### config.mk
export PLATFORM = sky130hd
export DESIGN_NAME = mul_pp_accum
export DESIGN_NICKNAME = d
export VERILOG_FILES = /design/src/rtl/mul_pp_accum.sv
export SDC_FILE = /design/constraint.sdc
export NUM_CORES = 1
export LEC_CHECK = 0
export ABC_AREA = 1
export CAP_MARGIN = 20
export CORE_ASPECT_RATIO = 1.2
export CORE_UTILIZATION = 54
export CTS_CLUSTER_DIAMETER = 40
export DETAILED_ROUTE_END_ITERATION = 10
export GPL_ROUTABILITY_DRIVEN = 0
export GPL_TIMING_DRIVEN = 1
export PLACE_DENSITY = 0.79
export RECOVER_POWER = 100
export REMOVE_ABC_BUFFERS = 1
export SYNTH_ARGS = -nofsm -noshare
export SYNTH_HDL_FRONTEND = slang
export SYNTH_SLANG_ARGS = --single-unit
### constraint.sdc
create_clock -name clk -period 7.1 [get_ports clk]
set_clock_uncertainty 0.15 [all_clocks]
set_input_delay 0.71 -clock clk [delete_from_list [all_inputs] [get_ports clk]]
set_output_delay 0.71 -clock clk [all_outputs]
set_load 0.1 [all_outputs]
### src/rtl/mul_pp_accum.sv
`default_nettype none
// ============================================================================
// Module      : mul_pp_accum
// Description : Accumulates sixteen 8x8-bit partial products into a 64-bit
//               unsigned 32x32 product using valid/ready on both sides.
//               Default build adds one weighted row of four slices per cycle,
//               so the result is ready four edges after the input handshake.
//               Define MUL_PP_ACCUM_SINGLE_CYCLE_EN to sum all sixteen slices
//               in a single ACCUM cycle instead.
// Revision    : 1.0 - initial release
// ============================================================================
module mul_pp_accum (
    input  logic         clk,
    input  logic         rst,
    input  logic [255:0] pp_in,
    input  logic         in_valid,
    output logic         in_ready,
    output logic [63:0]  product,
    output logic         out_valid,
    input  logic         out_ready
);

    typedef enum logic [1:0] {
        IDLE  = 2'd0,
        ACCUM = 2'd1,
        DONE  = 2'd2
    } state_t;

    localparam logic [1:0] c_LAST_ROW = 2'd3;

    state_t         r_state;
    state_t         w_state_next;
    logic [255:0]   r_pp;
    logic [63:0]    r_acc;
    logic [1:0]     r_row;
    logic [63:0]    w_rows [4];
    logic [63:0]    w_total;
    logic           w_accept;

    // Weighted row sums: row i holds slices 4i..4i+3, slice (i,j) scaled by 2^(8(i+j)).
    always_comb begin
        w_total = '0;
        for (int i = 0; i < 4; i++) begin
            w_rows[i] = '0;
            for (int j = 0; j < 4; j++) begin
                w_rows[i] = w_rows[i] + (64'(r_pp[16*(4*i+j) +: 16]) << (8*(i+j)));
            end
            w_total = w_total + w_rows[i];
        end
    end

    // State register.
    always_ff @(posedge clk) begin
        if (rst) begin
            r_state <= IDLE;
        end else begin
            r_state <= w_state_next;
        end
    end

    // Next-state and handshake outputs; DONE passes out_ready through to
    // in_ready so a new operand can be taken on the same edge the result leaves.
    always_comb begin
        w_state_next = r_state;
        in_ready     = 1'b0;
        out_valid    = 1'b0;
        case (r_state)
            IDLE: begin
                in_ready = 1'b1;
                if (in_valid) begin
                    w_state_next = ACCUM;
                end
            end
            ACCUM: begin
`ifdef MUL_PP_ACCUM_SINGLE_CYCLE_EN
                w_state_next = DONE;
`else
                if (r_row == c_LAST_ROW) begin
                    w_state_next = DONE;
                end
`endif
            end
            DONE: begin
                out_valid = 1'b1;
                in_ready  = out_ready;
                if (out_ready) begin
                    w_state_next = in_valid ? ACCUM : IDLE;
                end
            end
            default: begin
                w_state_next = IDLE;
            end
        endcase
    end

    assign w_accept = in_valid & in_ready;

    // Operand capture and accumulation; the captured copy isolates the
    // in-flight operation from later changes on pp_in.
    always_ff @(posedge clk) begin
        if (rst) begin
            r_pp  <= '0;
            r_acc <= '0;
            r_row <= '0;
        end else if (w_accept) begin
            r_pp  <= pp_in;
            r_acc <= '0;
            r_row <= '0;
        end else if (r_state == ACCUM) begin
`ifdef MUL_PP_ACCUM_SINGLE_CYCLE_EN
            r_acc <= w_total;
`else
            r_acc <= r_acc + w_rows[r_row];
            if (r_row != c_LAST_ROW) begin
                r_row <= r_row + 2'd1;
            end
`endif
        end
    end

    assign product = r_acc;

endmodule
`default_nettype wire

**Yosys cells after proc, flatten, opt, wreduce, memory -nomap -nowiden**

Cells that the tools add are included.

- Muxes and demuxes: 10
- Reduce and logical (&&, ||, !) cells: 4
- Equality and inequality tests: 7
- Add/subtract/negate cells: 14
- Order comparisons: 1
- Bitwise gates (word level): 2

Operator list:

| cell | count |
|---|---|
| binary-select mux 64 bit (select 2 bit) | 1 |
| 2-to-1 mux 64 bit | 2 |
| adder 49 x 56 -> 57 bit | 2 |
| adder 41 x 48 -> 49 bit | 2 |
| adder 33 x 40 -> 41 bit | 2 |
| adder 57 x 64 -> 64 bit | 1 |
| adder 64 bit | 1 |
| adder 40 x 48 -> 49 bit | 1 |
| adder 32 x 40 -> 41 bit | 1 |
| adder 24 x 32 -> 33 bit | 1 |
| adder 25 x 32 -> 33 bit | 1 |
| adder 16 x 24 -> 25 bit | 1 |
| != test 2 bit, second input constant | 4 |
| 2-to-1 mux 2 bit | 3 |
| case mux 2 bit (3 select lines) | 1 |
| equality test 2 bit, second input constant | 2 |
| greater-or-equal comparator 3 bit, second input constant | 1 |
| inverter 2 -> 3 bit | 1 |
| AND reduction 3 bit | 1 |
| adder 2 x 1 -> 2 bit, second input constant | 1 |
| equality test 2 x 1 -> 1 bit, second input constant | 1 |
| zero test 2 bit | 1 |
| 2-to-1 mux 1 bit | 2 |
| case mux 1 bit (2 select lines) | 1 |
| 3 further kinds | 3 |

- Logic and storage cells: 42
- Output and inout bits: 66
- Register bits after elaboration: 324

**Logic depth before layout (Yosys ltp)**

Gate-level depths: netlist of run 1.

- Depth after elaboration: 7
- Depth in mapped cells: 31

**Worst setup path before layout of run 1**

OpenSTA, ideal clock, no wires.

- Path type: register to register
- From: reg r_pp[136]
- To: reg r_acc[55] (netlist: product[55])
- Setup time: 113 ps
- Slack: 3461 ps
- Arrival: 3376 ps
- Cell stages (with the launch flop): 25
- Period minus slack after synthesis: 3639 ps
- Cells stage by stage: dfxtp_1 ha_1 inv_1 fa_1 inv_1 nand2_1 o21ai_4 inv_1 o21bai_2 nand3_1 nand3_1 and2_1 xor2_1 a21oi_1 ha_1 nand2_1 nor2_4 nand2_2 nor3_2 nand3_1 or2_1 nand2_1 nor2_1 o21ai_1 inv_1

- Cells in the longest elaborated chain, start to end: 7

RTL lines:

| what | RTL line | RTL |
|---|---|---|
| from (decl) | 33 | `logic [255:0] r_pp;` |
| from (signal assigned) | 106 | `r_pp <= pp_in;` |
| adder 32 x 40 -> 41 bit | 46 | `w_rows[i] = w_rows[i] + (64'(r_pp[16*(4*i+j) +: 16]) << (8*(i+j)));` |
| adder 41 x 48 -> 49 bit | 46 |  |
| adder 49 x 56 -> 57 bit | 46 |  |
| binary-select mux 64 bit (select 2 bit) | 113 | `r_acc <= r_acc + w_rows[r_row];` |
| 2-to-1 mux 64 bit (not written as such) (2 in a row) | 113 |  |
| adder 64 bit | 113 |  |
| to (signal assigned) | 113 |  |
| to (decl) | 34 | `logic [63:0] r_acc;` |

Every way passes these cells. The select of a mux whose other input is x is not followed.
A chain may end at the register's enable or synchronous reset.

**Final worst setup path of run 1**

- From: in out_ready
- To: reg r_pp[7]

- Cells in the longest elaborated chain, start to end: 2

RTL lines:

| what | RTL line | RTL |
|---|---|---|
| from (decl) | 20 | `input logic out_ready` |
| case mux 1 bit (2 select lines) | 67 | `case (r_state)` |
| bitwise AND 1 bit | 96 | `assign w_accept = in_valid & in_ready;` |

Every way passes these cells.

==> results.md, run 1 <==
* Core area at roughly 44000 sq um
* Post-synth EDFFs at 0
* Largest net degree at the start of global routing at about 180
* Nets at roughly 4.6k
* Critical Path Sink Type: register
* Crit path DAT at between 5 and 6 ns
* Crit-path cells: dlygate4sd3_1 > inv_1 > a21oi_1 > nand2_1 > buf_12 > clkbuf_1 > o21ai_0 > a21oi_1
* Overall Global Routing Usage at around a third
* Die Ht at about 230 um
* Combinational power share at 25.5%
* Setup slack after layout at between 1.5 and 2 ns
* CTS buffer count at 46
* Seq/Total Area, Yosys at a little over a quarter
* Initial antenna violation count at 0
* Period utilisation layout at between 70% and 80%
* Adder-cell share of the synthesized area at around 8.7%
* Routed vias/inst at between 5 and 6
* Slowest CP cell: clkbuf_1
* Met3 global-route usage at 5.54%
* Largest family of logic cells by synthesized area: simple AND/OR/NAND/NOR gates
* TritonRoute pass-1 iters at 7
* Leakage at between 0.01 and 0.015 uW
* Setup violators final at 0
* Grt total ovfl at 0
* Clock network power share at about two fifths
* CP Launch Type: primary input
* Seq pwr share at between 30% and 40%
* Max-cap viol count at 5
* Placed Area at 27900 sq um
* Clk slew on worst S/H paths at ~0.060 ns
* Met1 usage at a little over two fifths
* GR peak layer: met2
* Die W at between 150 and 200 um
* Pwr Total at approximately 6000 uW
* Pre-CTS setup slack at between 2 and 3 ns
* Register area at 6490 sq um
* Clock sink count at 324
* Worst-Margin Slew at 2.72 ns
* Final WL at about 80000 um
* Worst-Skew Late Latency at ~0.6 ns
* Post-synth ARST share at 0%
* N_diodes at 0
* Peak VDD IR at between 0.15 and 0.2 mV
* Ys flop type: dfxtp_1
* Mux cell area share after synthesis at 0%
* Cell depth of the worst flop-to-flop path at 25
* Yosys warnings at 0
* TNS Setup at 0 ns
* DR iter-0 viols at 2675
* Hold Vio Cnt, Final at 0
* Post CTS Setup Buffer Count at 0
* DP HPWL at 61500 um
* Crit path top cell by count: a21oi_1
* Hold buffer count at CTS at 0
* RSZ-0062 raised after global routing: false
* H-tree Lvls at 2
* Switching share of power at 34.3%
* Syn-to-layout area delta at 20.8%
* Non-filler cells, final at 4785
* P_int at just under 4000 uW
* Worst slew margin at -81.2%
* Area of the multi-input gates at ~16000 sq um
* Port buffer count at about 330
* Crit Path Category: primary input to register
* Minimum clock period at about 5.4 ns
* Post-synthesis average cell area at between 6 and 7 sq um
* Site row count at 84
* Violated checks: capacitance limit, slew limit
* DR DRC count at 0
* Vias after detailed routing at between 20k and 30k
* Fmax at 184 MHz
* Synth cell types at 55
* Synth Area in Compound Gates at a little over a fifth
* Status: complete, but fails checks
* Worst hold path stage count at 2
* Starting density of the core at around 55%
* Net switching power at 2050 uW
* Max-slew violation count at ~260
* Vias in the first global route at 24.9k
* First-pass GRT wire length at 127000 um
* Met2 Use GR at a little under three fifths
* Final antenna-violating net count at 0
* Reg2Reg Setup Slack at about 1.9 ns
* Yosys reg bits at between 300 and 400
* Post-synthesis xor/xnor area fraction at 2.01%
* Post-synthesis cell count at 3950
* Clk buf depth at 3
* DIE AREA at ~46000 sq um
* CP Data Required Time at 7.44 ns
* Fillcell total at ~4.2k
* IO Count at approximately 330
* DR WL/cell at 16.7 um
* CP max stage delay at around 1.8 ns
* Post-Synth Simple-Gate Area at 32.2%
* Worst-path fanout max at between 150 and 200
* Placed cell count at 4701
* Final instance area at between 20000 and 30000 sq um
* Worst min-delay path category: register to register
* Post-synthesis cell area at between 20000 and 25000 sq um
* CTS tree: done
* PD cells at ~200 nW/um^2
* Clk Tree Root Cell: clkbuf_16
* Layout cells sized above 1 at between 4 and 5%
* Post_cts resized at 0
## power groups by stage
| stage | Sequential (uW) | Combinational [uW] | Clock (uW) |
|---|---|---|---|
| final | 2050 | 1530 | 2410 |
| after global routing | 2070 | 1670 | 2520 |
| after CTS | 2050 | 1530 | 2440 |
| after detailed placement | 2090 | 1510 | 0 |
| after global placement | 2090 | 1500 | 0 |
| after floorplan | 2250 | 847 | 0 |
## cells by family (layout without fill, tap and decap cells)
kind of cell | Yosys count | count (layout)
buf+inv | 604 | 880
simple gates | 1867 | 1867
fa+ha+maj | 167 | 167
compound gates | 932 | 932
flops | 324 | 324
xor+xnor | 56 | 56
## cell usage in the layout, fill, tap and decap left out, types with 45 or more instances in the layout
master and count:
nand2_1 915, a21oi_1 529, inv_1 439, nor2_1 431, nand3_1 394, dfxtp_1 323, clkdlybuf4s50_1 256, o21ai_0 236
ha_1 162, dlygate4sd3_1 67, clkbuf_16 47, nor3_1 45
## routing by layer
layer / wire length [um] / vias to the layer above
met5: 0 / -
met4: 3900 / 0
met3: 6730 / 219
met2: 36100 / 1133
met1: 33300 / 12068
li1: - / 13553
## sequential cells by signal (all words and copies together), names as in the netlist
name and cells:
r_pp 256, r_state 2, r_row 2, product 64
## cells in the mapped netlist (all sizes together) (16+ instances only)
| cell type | n | area share, % |
|---|---|---|
| nor2 | 442 | 7.0 |
| o21ai | 258 | 5.5 |
| xnor2 | 20 | 0.72 |
| nand3 | 396 | 8.2 |
| a21o | 21 | 0.65 |
| o211ai | 16 | 0.53 |
| xor2 | 36 | 1.3 |
| inv | 453 | 7.0 |
| o21bai | 45 | 1.5 |
| dfxtp | 324 | 27 |
| a31oi | 19 | 0.49 |
| nor3 | 49 | 1.1 |
| nand2 | 929 | 15 |
| clkbuf | 123 | 1.9 |
| a21oi | 540 | 11 |
| ha | 162 | 8.3 |
| nand4 | 20 | 0.51 |
| buf | 27 | 0.52 |
## critical path: cells and delay by family
family | cells | cell delay, ns
buffers and inverters | 4 | 2.98
and+or+nand+nor | 1 | 1.14
AOI/OAI and AO/OA | 3 | 0.61
## metrics by stage
stage	hold slack [ns]	util [%]
final	0.303	66.6
after CTS	0.300	66.9
after detailed placement	0.294	63.2
after floorplan	0.276	-
after global routing	0.323	66.6
after global placement	0.291	63.2
## cell type report
cell class | instances | area share (%)
Timing Repair Buffer | 342 | 11.5
Clock buffer | 54 | 4.22
Sequential cell | 324 | 22.1
Multi-Input combinational cell | 3022 | 52.8
Tap cell | 559 | 2.38
Clock inverter | 30 | 1.25
Inverter | 454 | 5.79
## final timing paths
kind              startpoint           to
setup / recovery   out_ready      r_pp[7]
hold / removal       r_pp[1]      r_pp[1]
setup reg to reg     r_pp[8]  product[59]
hold reg to reg      r_pp[1]      r_pp[1]
Note: power is estimated with default switching activity, not from simulation.
==> run 2: changes to the inputs <==
clock period = 5.35 ns   (was 7.1 ns; I/O delays follow)
==> run 2 against run 1 <==
  * The run still ends with capacitance limit, slew limit left
  * Non-clock buffer count increased by 3
  * Utilization fell by 0.17 points
  * Critical path depth stayed put
  * Combinational power grew 33%
  * Register-to-register slack got worse by 1.2 ns
  * Routed wire length increased by 0.20%
  * Sequential cell count stayed put
  * Sequential power up 33%
  * Sequential share of layout area rose by 0.056 points
  * Final cell count stayed put
  * Power rose by 29%
  * First-iteration DRC count shrank 7.8%
  * Critical path type unchanged
  * Critical endpoint is now r_pp[58]
==> results.md, run 2 (same netlist as run 1, synthesis figures left out) <==
* Vias after detailed routing at 27.3k (+1.2%)
* Non-filler cells, final at 4785 (unchanged)
* CP Data Required Time at 5.72 ns (-1.72 ns)
* Layout cells sized above 1 at 4.50% (+0.38 points)
* IO Count at 326 (unchanged)
* Final WL at 80200 um (+0.20%)
* Grt total ovfl at 0 (unchanged)
* Peak VDD IR at 0.192 mV (+8.0%)
* CP Launch Type: primary input
* Port buffer count at 325 (unchanged)
* Final antenna-violating net count at 0 (unchanged)
* Worst min-delay path category: primary input to register
* Violated checks: capacitance limit, slew limit
* Max-cap viol count at 3 (-2)
* Initial antenna violation count at 0 (unchanged)
* Setup violators final at 0 (unchanged)
* DP HPWL at 61700 um (+0.46%)
* Core area at 44100 sq um (unchanged)
* Worst slew margin at -108% (-27 points)
* Critical Path Sink Type: register
* Period utilisation layout at between 80% and 90%
* DR iter-0 viols at 2467 (-7.8%)
* First-pass GRT wire length at 128000 um (+0.71%)
* Fillcell total at 4181 (-0.14%)
* Routed vias/inst at 5.70 (+1.2%)
* CTS buffer count at 44 (-4.3%)
* DIE AREA at 46000 sq um (unchanged)
* Vias in the first global route at 25.3k (+1.6%)
* RSZ-0062 raised after global routing: false
* Worst-Margin Slew at 3.12 ns (+0.398 ns)
* Post_cts resized at 0 (unchanged)
* Worst-Skew Late Latency at 0.61 ns (about the same)
* Pwr Total at 7720 uW (+29%)
* Syn-to-layout area delta at 20.5%
* Clk slew on worst S/H paths at 0.06 ns (about the same)
* Final instance area at 29300 sq um (-0.26%)
* Fmax at between 200 and 250 MHz
* TritonRoute pass-1 iters at 6 (-1)
* CP max stage delay at 1.48 ns (-0.33 ns)
* Placed Area at 27900 sq um (about the same)
* Most frequent cells in the layout: nand2_1 (909), a21oi_1 (527), inv_1 (438), nor2_1 (428), nand3_1 (394)
* Crit path DAT at 5.08 ns (-0.68 ns)
* DR DRC count at 0 (unchanged)
* Max-slew violation count at 288 (+12%)
* Slowest CP cell: clkbuf_1
* Largest net degree at the start of global routing at 187 (+4.5%)
* Clk buf depth at 3 (unchanged)
* H-tree Lvls at 2 (unchanged)
* PD cells at 263 nW/um^2 (+29%)
* Crit Path Category: primary input to register
* Crit path top cell by count: a21oi_1
* Clk Tree Root Cell: clkbuf_16
* N_diodes at 0 (unchanged)
* Worst-path fanout max at 75 (-57%)
* Post CTS Setup Buffer Count at 0 (unchanged)
* Most common cell after layout, fill and taps aside: nand2_1
* Hold Vio Cnt, Final at 0 (unchanged)
* Die Ht at 235 um (unchanged)
* Starting density of the core at 55.2% (unchanged)
* Clock sink count at 324 (unchanged)
* Die W at 196 um (unchanged)
* Leakage at 0.0133 uW (-0.35%)
* Hold buffer count at CTS at 0 (unchanged)
* DR WL/cell at 16.8 um (+0.20%)
* CTS tree: done
* Status: complete, but fails checks
* Site row count at 84 (unchanged)
* Max reg flops at 256 (unchanged)
* Placed cell count at 4704 (+0.064%)
* Crit-path cells: dlygate4sd3_1 > inv_1 > a21oi_1 > nand2_4 > clkbuf_1 > clkbuf_2 > o21ai_0 > a21oi_1
* Overall Global Routing Usage at 34.2% (+0.19 points)
* Nets at 4618 (+0.022%)
* Largest Register: r_pp
* Minimum clock period at ~4.7 ns
[run 2: layout make-up]
type	instances	area [sq um]	area share, %
multi-input cells	3022	15600	53.1
flip-flops and latches	324	6490	22.1
clock buffers	56	1230	4.19
clock inverters	25	240	0.819
well taps	559	699	2.38
inverters	454	1700	5.81
repair buffers	345	3390	11.6
[run 2: metal layers]
layer	up-vias	part of all wire, %	track usage, %
met1	12281	41	43.1
met2	1227	45	55.1
met4	0	5.4	17.1
met5	-	0	0
li1	13540	-	-
met3	244	8.9	7.36
[run 2: path summary, 6_finish.rpt]
kind / cells after the start / to / slack (ns) / from
worst min register to register: 2 / r_pp[3] / 0.31 / r_pp[3]
worst min-delay path: 2 / r_pp[90] / 0.15 / rst
worst max-delay path: 8 / r_pp[58] / 0.64 / out_ready
worst max register to register: 26 / product[38] / 0.69 / r_pp[8]
[run 2: per-stage QoR]
step	setup WS [ns]	TNS, ns	hold slack, ns	util (%)
2_1_floorplan	-18.16	-5139.31	0.276	-
3_3_place_gp	1.01	0	0.292	63.2
3_5_place_dp	0.932	0	0.299	63.2
4_1_cts	0.924	0	0.168	66.6
5_1_grt	0.120	0	0.174	66.5
6_report	0.639	0	0.154	66.5
[run 2: worst max-delay path: cells and delay by family]
family                 cells  cell delay [ns]
AND/OR/NAND/NOR            1             0.17
buffers and inverters      4             3.40
AO/OA/AOI/OAI              3             0.95
[run 2: report_power, final]
group	switching (uW)	internal, uW
sequential	124	2590
clock	1240	1710
combinational	1350	693
